**config.mk**
```make
export PLATFORM = sky130hd
export DESIGN_NAME = sound_latch_bridge
export DESIGN_NICKNAME = d
export VERILOG_FILES = /design/src/rtl/sound_pkg.sv /design/src/rtl/z80_irq_timer.sv /design/src/rtl/sound_latch_bridge.sv
export SDC_FILE = /design/constraint.sdc
export NUM_CORES = 1
export LEC_CHECK = 0
export ABC_AREA = 1
export CAP_MARGIN = 20
export CORE_ASPECT_RATIO = 0.9
export CORE_MARGIN = 2
export CORE_UTILIZATION = 45
export DETAILED_ROUTE_END_ITERATION = 6
export HOLD_SLACK_MARGIN = 0.15
export PLACE_DENSITY_LB_ADDON = 0.05
export SLEW_MARGIN = 5
export SYNTH_ARGS = -nofsm -noshare
export SYNTH_HDL_FRONTEND = slang
export SYNTH_HIERARCHICAL = 1
export SYNTH_SLANG_ARGS = --single-unit
```
**constraint.sdc**
```tcl
create_clock -name clk_sys -period 2.1 [get_ports clk_sys]
set_clock_uncertainty 0.1 [all_clocks]
set_input_delay 0.42 -clock clk_sys [delete_from_list [all_inputs] [get_ports clk_sys]]
set_output_delay 0.42 -clock clk_sys [all_outputs]
set_load 0.02 [all_outputs]
```
**src/rtl/sound_pkg.sv**
```systemverilog
// Shared types and constants for the 68K-to-Z80 sound command bridge.
// Contents: DTACK FSM state enum, default timing parameters, latch clear value.
// Imported by sound_latch_bridge and z80_irq_timer.
package sound_pkg;

    typedef enum logic [1:0] {
        IDLE = 2'd0,
        WAIT = 2'd1,
        ACK  = 2'd2
    } dtack_state_e;

    localparam int unsigned DTACK_WAIT_DEF = 2;
    localparam int unsigned IRQ_DIV_DEF    = 512;

    localparam logic [7:0] LATCH_CLR_VAL = 8'h00;

endpackage

```
**src/rtl/z80_irq_timer.sv**
```systemverilog
// Periodic maskable interrupt for the sound Z80.
// Ports: clk_sys/reset, clk_en_z80 (counter advance), z80_m1_n/z80_iorq_n
// (interrupt acknowledge), z80_int_n (registered, active low).
module z80_irq_timer
    import sound_pkg::*;
#(
    parameter int unsigned IRQ_DIV = IRQ_DIV_DEF
) (
    input  logic clk_sys,
    input  logic reset,
    input  logic clk_en_z80,
    input  logic z80_m1_n,
    input  logic z80_iorq_n,
    output logic z80_int_n
);

    localparam int unsigned CNT_W = $clog2(IRQ_DIV);
    localparam logic [CNT_W-1:0] CNT_LAST = CNT_W'(IRQ_DIV - 1);

    logic [CNT_W-1:0] cnt_q, cnt_d;
    logic             int_n_q, int_n_d;
    logic             tick;
    logic             ack;

    assign tick = clk_en_z80 && (cnt_q == CNT_LAST);
    assign ack  = !z80_m1_n && !z80_iorq_n;

    always_comb begin
        cnt_d = cnt_q;
        if (clk_en_z80) begin
            cnt_d = tick ? '0 : cnt_q + 1'b1;
        end
    end

    // A tick landing on the same cycle as an acknowledge re-raises the
    // request, so the new interrupt is not lost.
    always_comb begin
        int_n_d = int_n_q;
        if (tick) begin
            int_n_d = 1'b0;
        end else if (ack) begin
            int_n_d = 1'b1;
        end
    end

    always_ff @(posedge clk_sys) begin
        if (reset) begin
            cnt_q   <= '0;
            int_n_q <= 1'b1;
        end else begin
            cnt_q   <= cnt_d;
            int_n_q <= int_n_d;
        end
    end

    assign z80_int_n = int_n_q;

endmodule

```
**src/rtl/sound_latch_bridge.sv**
```systemverilog
// 68K-to-Z80 sound command latch with DTACK generation and Z80 interrupt timer.
// Ports: 68K side (latch_cs, rw, lds_n, din, dtack_n); Z80 side (clk_en_z80,
// read/clear selects, rd/wr/m1/iorq strobes, dout, int_n); latch_pending status.
module sound_latch_bridge
    import sound_pkg::*;
#(
    parameter int unsigned DTACK_WAIT = DTACK_WAIT_DEF,
    parameter int unsigned IRQ_DIV    = IRQ_DIV_DEF
) (
    input  logic       clk_sys,
    input  logic       reset,
    input  logic       m68k_latch_cs,
    input  logic       m68k_rw,
    input  logic       m68k_lds_n,
    input  logic [7:0] m68k_din,
    output logic       m68k_dtack_n,
    input  logic       clk_en_z80,
    input  logic       z80_latch_r_cs,
    input  logic       z80_latch_clr_cs,
    input  logic       z80_rd_n,
    input  logic       z80_wr_n,
    input  logic       z80_m1_n,
    input  logic       z80_iorq_n,
    output logic [7:0] z80_dout,
    output logic       latch_pending,
    output logic       z80_int_n
);

    // ---------------- strobe qualification and edge detection ----------------
    logic qual68, wr68, z_rd_strb, z_clr_strb;
    logic qual68_q, wr68_q, z_rd_q, z_clr_q;
    logic qual68_rise, commit, rd_ev, clr_ev;

    assign qual68     = m68k_latch_cs && !m68k_lds_n;
    assign wr68       = qual68 && !m68k_rw;
    assign z_rd_strb  = z80_latch_r_cs && (!z80_rd_n || !z80_wr_n);
    assign z_clr_strb = z80_latch_clr_cs && (!z80_rd_n || !z80_wr_n);

    assign qual68_rise = qual68 && !qual68_q;
    assign commit      = wr68 && !wr68_q;
    assign rd_ev       = z_rd_strb && !z_rd_q;
    assign clr_ev      = z_clr_strb && !z_clr_q;

    always_ff @(posedge clk_sys) begin
        if (reset) begin
            qual68_q <= 1'b0;
            wr68_q   <= 1'b0;
            z_rd_q   <= 1'b0;
            z_clr_q  <= 1'b0;
        end else begin
            qual68_q <= qual68;
            wr68_q   <= wr68;
            z_rd_q   <= z_rd_strb;
            z_clr_q  <= z_clr_strb;
        end
    end

    // ---------------- command latch ----------------
    logic [7:0] latch_q, latch_d;
    logic       pend_q, pend_d;

    // 68K commit beats any Z80 event; a clear beats a plain read.
    always_comb begin
        latch_d = latch_q;
        pend_d  = pend_q;
        if (commit) begin
            latch_d = m68k_din;
            pend_d  = 1'b1;
        end else if (clr_ev) begin
            latch_d = LATCH_CLR_VAL;
            pend_d  = 1'b0;
        end else if (rd_ev) begin
            pend_d  = 1'b0;
        end
    end

    always_ff @(posedge clk_sys) begin
        if (reset) begin
            latch_q <= LATCH_CLR_VAL;
            pend_q  <= 1'b0;
        end else begin
            latch_q <= latch_d;
            pend_q  <= pend_d;
        end
    end

    // Z80 sees the registered latch, i.e. the value before a same-cycle commit.
    assign z80_dout      = latch_q;
    assign latch_pending = pend_q;

    // ---------------- DTACK FSM ----------------
    dtack_state_e state_q, state_d;
    logic [3:0]   cnt_q, cnt_d;
    logic         dtack_n_q, dtack_n_d;

    always_ff @(posedge clk_sys) begin
        if (reset) begin
            state_q   <= IDLE;
            cnt_q     <= '0;
            dtack_n_q <= 1'b1;
        end else begin
            state_q   <= state_d;
            cnt_q     <= cnt_d;
            dtack_n_q <= dtack_n_d;
        end
    end

    always_comb begin
        state_d = state_q;
        cnt_d   = cnt_q;
        case (state_q)
            IDLE: begin
                if (qual68_rise) begin
                    state_d = WAIT;
                    cnt_d   = 4'(DTACK_WAIT);
                end
            end
            WAIT: begin
                if (!qual68) begin
                    state_d = IDLE;
                end else if (cnt_q == 4'd0) begin
                    state_d = ACK;
                end else begin
                    cnt_d = cnt_q - 4'd1;
                end
            end
            ACK: begin
                if (!qual68) begin
                    state_d = IDLE;
                end
            end
            default: state_d = IDLE;
        endcase
    end

    // DTACK is registered from the next state so it is glitch-free and
    // appears on the first cycle spent in ACK.
    always_comb begin
        dtack_n_d = (state_d != ACK);
    end

    assign m68k_dtack_n = dtack_n_q;

    // ---------------- Z80 interrupt timer ----------------
    z80_irq_timer #(
        .IRQ_DIV (IRQ_DIV)
    ) u_irq (
        .clk_sys    (clk_sys),
        .reset      (reset),
        .clk_en_z80 (clk_en_z80),
        .z80_m1_n   (z80_m1_n),
        .z80_iorq_n (z80_iorq_n),
        .z80_int_n  (z80_int_n)
    );

endmodule
```
==> flow_metrics.py, run 1 <==
metrics = {
    "route": {
        "top_layer_used": "met4",
        "met3_length_um": 166,
        "vias": 1205,
        "met1_length_mm": 1.350,
        "routed-wl-met2_mm": 1.230,
        "drcViolationCount": 0,
        "wl_per_cell_um": 11.18,
        "ant_nets": 0,
        "drt_pass1_iterations": 4,
        "drtIter0Drc": 29,
        "viasPerCell": 4.859,
        "drt-total-wl_mm": 2.773,
    },
    "synthesis": {
        "yosysWarnings": 6,
        "synth_cell_types": 25,
        "ys_seq_area_share_pct": 44.94,
        "synth_fp_nets": 195,
        "syn_avg_cell_area_um2": 7.769,
        "synth_area_um2": 1336,
        "ys_ff_latch": 30,
        "synth_cells": 172,
    },
    "power_and_ir_drop": {
        "p_leak_nw": 0.7064,
        "irDropWorstVdd_mv": 0.4938,
        "power.density_nw_per_um2": 690.7,
    },
    "hold_path": {
        "worstHoldPathType": "register to register",
    },
    "cts": {
        "cts_root_buf": "clkbuf_4",
        "cts_tree": "done",
        "post-cts-setup-buffers": 0,
        "cts-hold-fix-buffers": 0,
        "cts_max_level": 2,
        "clk_latency_ns": 0.33,
        "post_cts_resize_count": 0,
        "clock-sinks": 30,
        "clockBufferDepth": 2,
        "clkTransAtPathRegs_ns": 0.09,
        "numCtsBuffers": 5,
    },
    "finish": {
        "finalNetCount": 231,
        "register_area_um2": 600.6,
        "layout-drive-gt1-share_pct": 14.42,
        "area_growth_pct": 31.84,
        "multi_input_comb_area_um2": 654.4,
        "n_fill_cell": 251,
        "diodes": 0,
    },
    "timing": {
        "rsz0062_at_grt": "false",
        "fmax_mhz": 546.3,
        "finalCritPeriodShare_pct": 87.17,
        "hold_viol": 0,
        "worst_pin_slew_ns": 0.3825,
        "setup_ws_ns": 0.2694,
        "maxSlewViolCount": 0,
        "slew_headroom_pct": 74.42,
        "final-setup-viol-count": 0,
        "tns_ns": 0,
        "min_period_ns": 1.831,
    },
    "floorplanning": {
        "num_rows": 18,
        "die_h_um": 55.70,
        "die_x_um": 61.44,
        "initial_core_util_pct": 47.85,
        "core-area_um2": 2793,
        "pin_count": 31,
        "die-area_um2": 3422,
    },
    "critical_path": {
        "reg2reg_from": "u_irq/cnt_q[0]",
        "crit_end": "u_irq/cnt_q[3]",
        "cp.depth": 9,
        "ff2ff_setup_slack_ns": 0.27,
        "r2r-end": "u_irq/cnt_q[3]",
        "cp.required_ns": 2.23,
        "cpMaxStageDelayCell": "dfxtp_1",
        "critPathLaunchType": "register",
        "worst-path-buf-inv": 1,
        "cp_top_family": "simple AND/OR/NAND/NOR gates",
        "crit_path_start": "u_irq/cnt_q[0]",
        "worstPathArrival_ns": 1.96,
        "critPathKind": "register to register",
        "crit_chain": "ha_1, nand4_1, nor3_1, ha_1, nand2_2, nand2_2, inv_2, o21ai_1, nor2_1",
        "worst_r2r_path_depth": 9,
        "crit_path_max_fanout": 5,
        "worst_setup_path_end_kind": "register",
        "slowest_delay_ns": 0.41,
    },
    "global_routing": {
        "first_global_vias": 1067,
        "antenna_found_initial": 0,
        "grt_max_degree": 10,
        "gr-total-overflow": 0,
        "grt_usage_pct": 18.18,
        "grt_pass1_wl_mm": 4.692,
    },
    "run_status": {
        "status": "completed",
    },
    "placement": {
        "io_buffers": 30,
        "post-dp-hpwl_mm": 2.137,
        "pre_cts_ws_ns": 0.2977,
        "gp_congestion": 0.8350,
    },
    "flow_run": {
        "maxCapViolCount": 0,
    },
}
## metrics by stage
| stage | util, % | hold slack (ns) | power [mW] | area, um2 | instances |
|---|---|---|---|---|---|
| floorplan | - | 0.3371 | 0.6943 | 1336 | 172 |
| global placement | 60.17 | 0.3573 | 0.7552 | 1680 | 241 |
| detailed placement | 60.17 | 0.3661 | 0.7592 | 1680 | 241 |
| CTS | 63.08 | 0.3886 | 1.228 | 1762 | 248 |
| global route | 63.08 | 0.4106 | 1.275 | 1762 | 248 |
| finish | 63.08 | 0.3860 | 1.217 | 1762 | 248 |
## worst min-delay path: cells and delay by family (launching register included)
family	cells	cell delay, ns
AO/OA/AOI/OAI	1	0.05
AND/OR/NAND/NOR	1	0.07
flip-flops	1	0.32
## registers in the layout, summed over array words and instances (netlist names)
register / cells
wr68_q: 1
z_clr_q: 1
state_q: 2
z80_dout: 8
z_rd_q: 1
latch_pending: 1
m68k_dtack_n: 1
u_irq/cnt_q: 9
u_irq/z80_int_n: 1
cnt_q: 4
qual68_q: 1
## cell usage after synthesis
| cell type | number | area [um2] |
|---|---|---|
| nor2_4 | 3 | 33.78 |
| buf_6 | 1 | 11.26 |
| nor3_1 | 3 | 15.01 |
| nand2_2 | 7 | 43.79 |
| nor2_1 | 23 | 86.33 |
| nand3_1 | 22 | 110.1 |
| nand2_4 | 2 | 22.52 |
| nor3b_1 | 2 | 15.01 |
| nand4_1 | 2 | 12.51 |
| o21ai_0 | 1 | 5.000 |
| o211ai_1 | 1 | 7.510 |
| a21oi_2 | 1 | 8.760 |
| o21bai_1 | 1 | 7.510 |
| dfxtp_1 | 30 | 600.6 |
| inv_1 | 12 | 45.04 |
| buf_2 | 2 | 10.01 |
| inv_2 | 4 | 15.01 |
| nor2_2 | 2 | 12.51 |
| o21ai_1 | 1 | 5.000 |
| mux2i_1 | 2 | 20.02 |
| ha_1 | 3 | 37.54 |
| nand3b_2 | 1 | 11.26 |
| a21oi_1 | 17 | 85.08 |
| nand3_2 | 1 | 10.01 |
| nand2_1 | 28 | 105.1 |
## kinds of logic (layout without fill, tap and decap cells)
kind of cell,after synthesis,in the layout,share of synthesized area [%]
flops,30,30,44.94
fa+ha+maj,3,3,2.809
compound gates,22,22,8.895
buf+inv,19,55,6.086
simple gates,96,96,35.77
mux,2,2,1.498
## layout by cell type, fill, tap and decap left out, drive strengths merged
master / n
dfxtp: 30
nand3: 23
nand4: 2
nor3: 3
o21ai: 2
inv: 16
nor3b: 2
clkbuf: 6
nand2: 37
bufinv: 1
ha: 3
a21oi: 18
clkdlybuf4s50: 30
buf: 2
nor2: 28
o21bai: 1
mux2i: 2
o211ai: 1
nand3b: 1
## routing by layer
layer	track usage (%)	vias up
li1	-	639
met1	24.82	530
met2	25.99	32
met3	7.674	4
met4	5.471	0
met5	0	-
## power breakdown
part           switching, mW  internal, mW  leakage, nW
combinational         0.0765        0.0728        0.418
sequential            0.0111         0.585        0.244
clock                  0.194         0.277       0.0443
## area by class of cell
class                   instances  share of cell area [%]
clock buffers                   6                   2.912
clock inverters                 1                   1.705
inverters                      16                   3.409
multi-input cells             123                   37.14
flip-flops and latches         30                   34.09
well taps                      40                   2.841
repair buffers                 32                   17.90
## worst min-delay path by stage
stage,endpoint,from,slack [ns],depth (start not counted)
2_1_floorplan,u_irq/cnt_q[4],u_irq/cnt_q[4],0.34,2
3_3_place_gp,u_irq/cnt_q[4],u_irq/cnt_q[4],0.36,2
3_5_place_dp,u_irq/cnt_q[4],u_irq/cnt_q[4],0.37,2
4_1_cts,z80_dout[4],z80_dout[4],0.39,2
5_1_grt,z80_dout[5],z80_dout[5],0.41,2
6_report,z80_dout[3],z80_dout[3],0.39,2
No activity file was read; power rests on OpenSTA's default activity.
==> inputs of run 2 (changes only) <==
==> constraint.sdc (replaced) <==
create_clock -name clk_sys -period 2.1 [get_ports clk_sys]
set_clock_uncertainty 0.1 [all_clocks]
set_input_delay 0.42 -clock clk_sys [delete_from_list [all_inputs] [get_ports clk_sys]]
set_output_delay 0.42 -clock clk_sys [all_outputs]
set_load 0.01 [all_outputs]
==> results of run 2 <==
The final DEF is identical to that of run 1. Status: completed.
Main changes from that run: total power 1.217 mW -> 1.213 mW
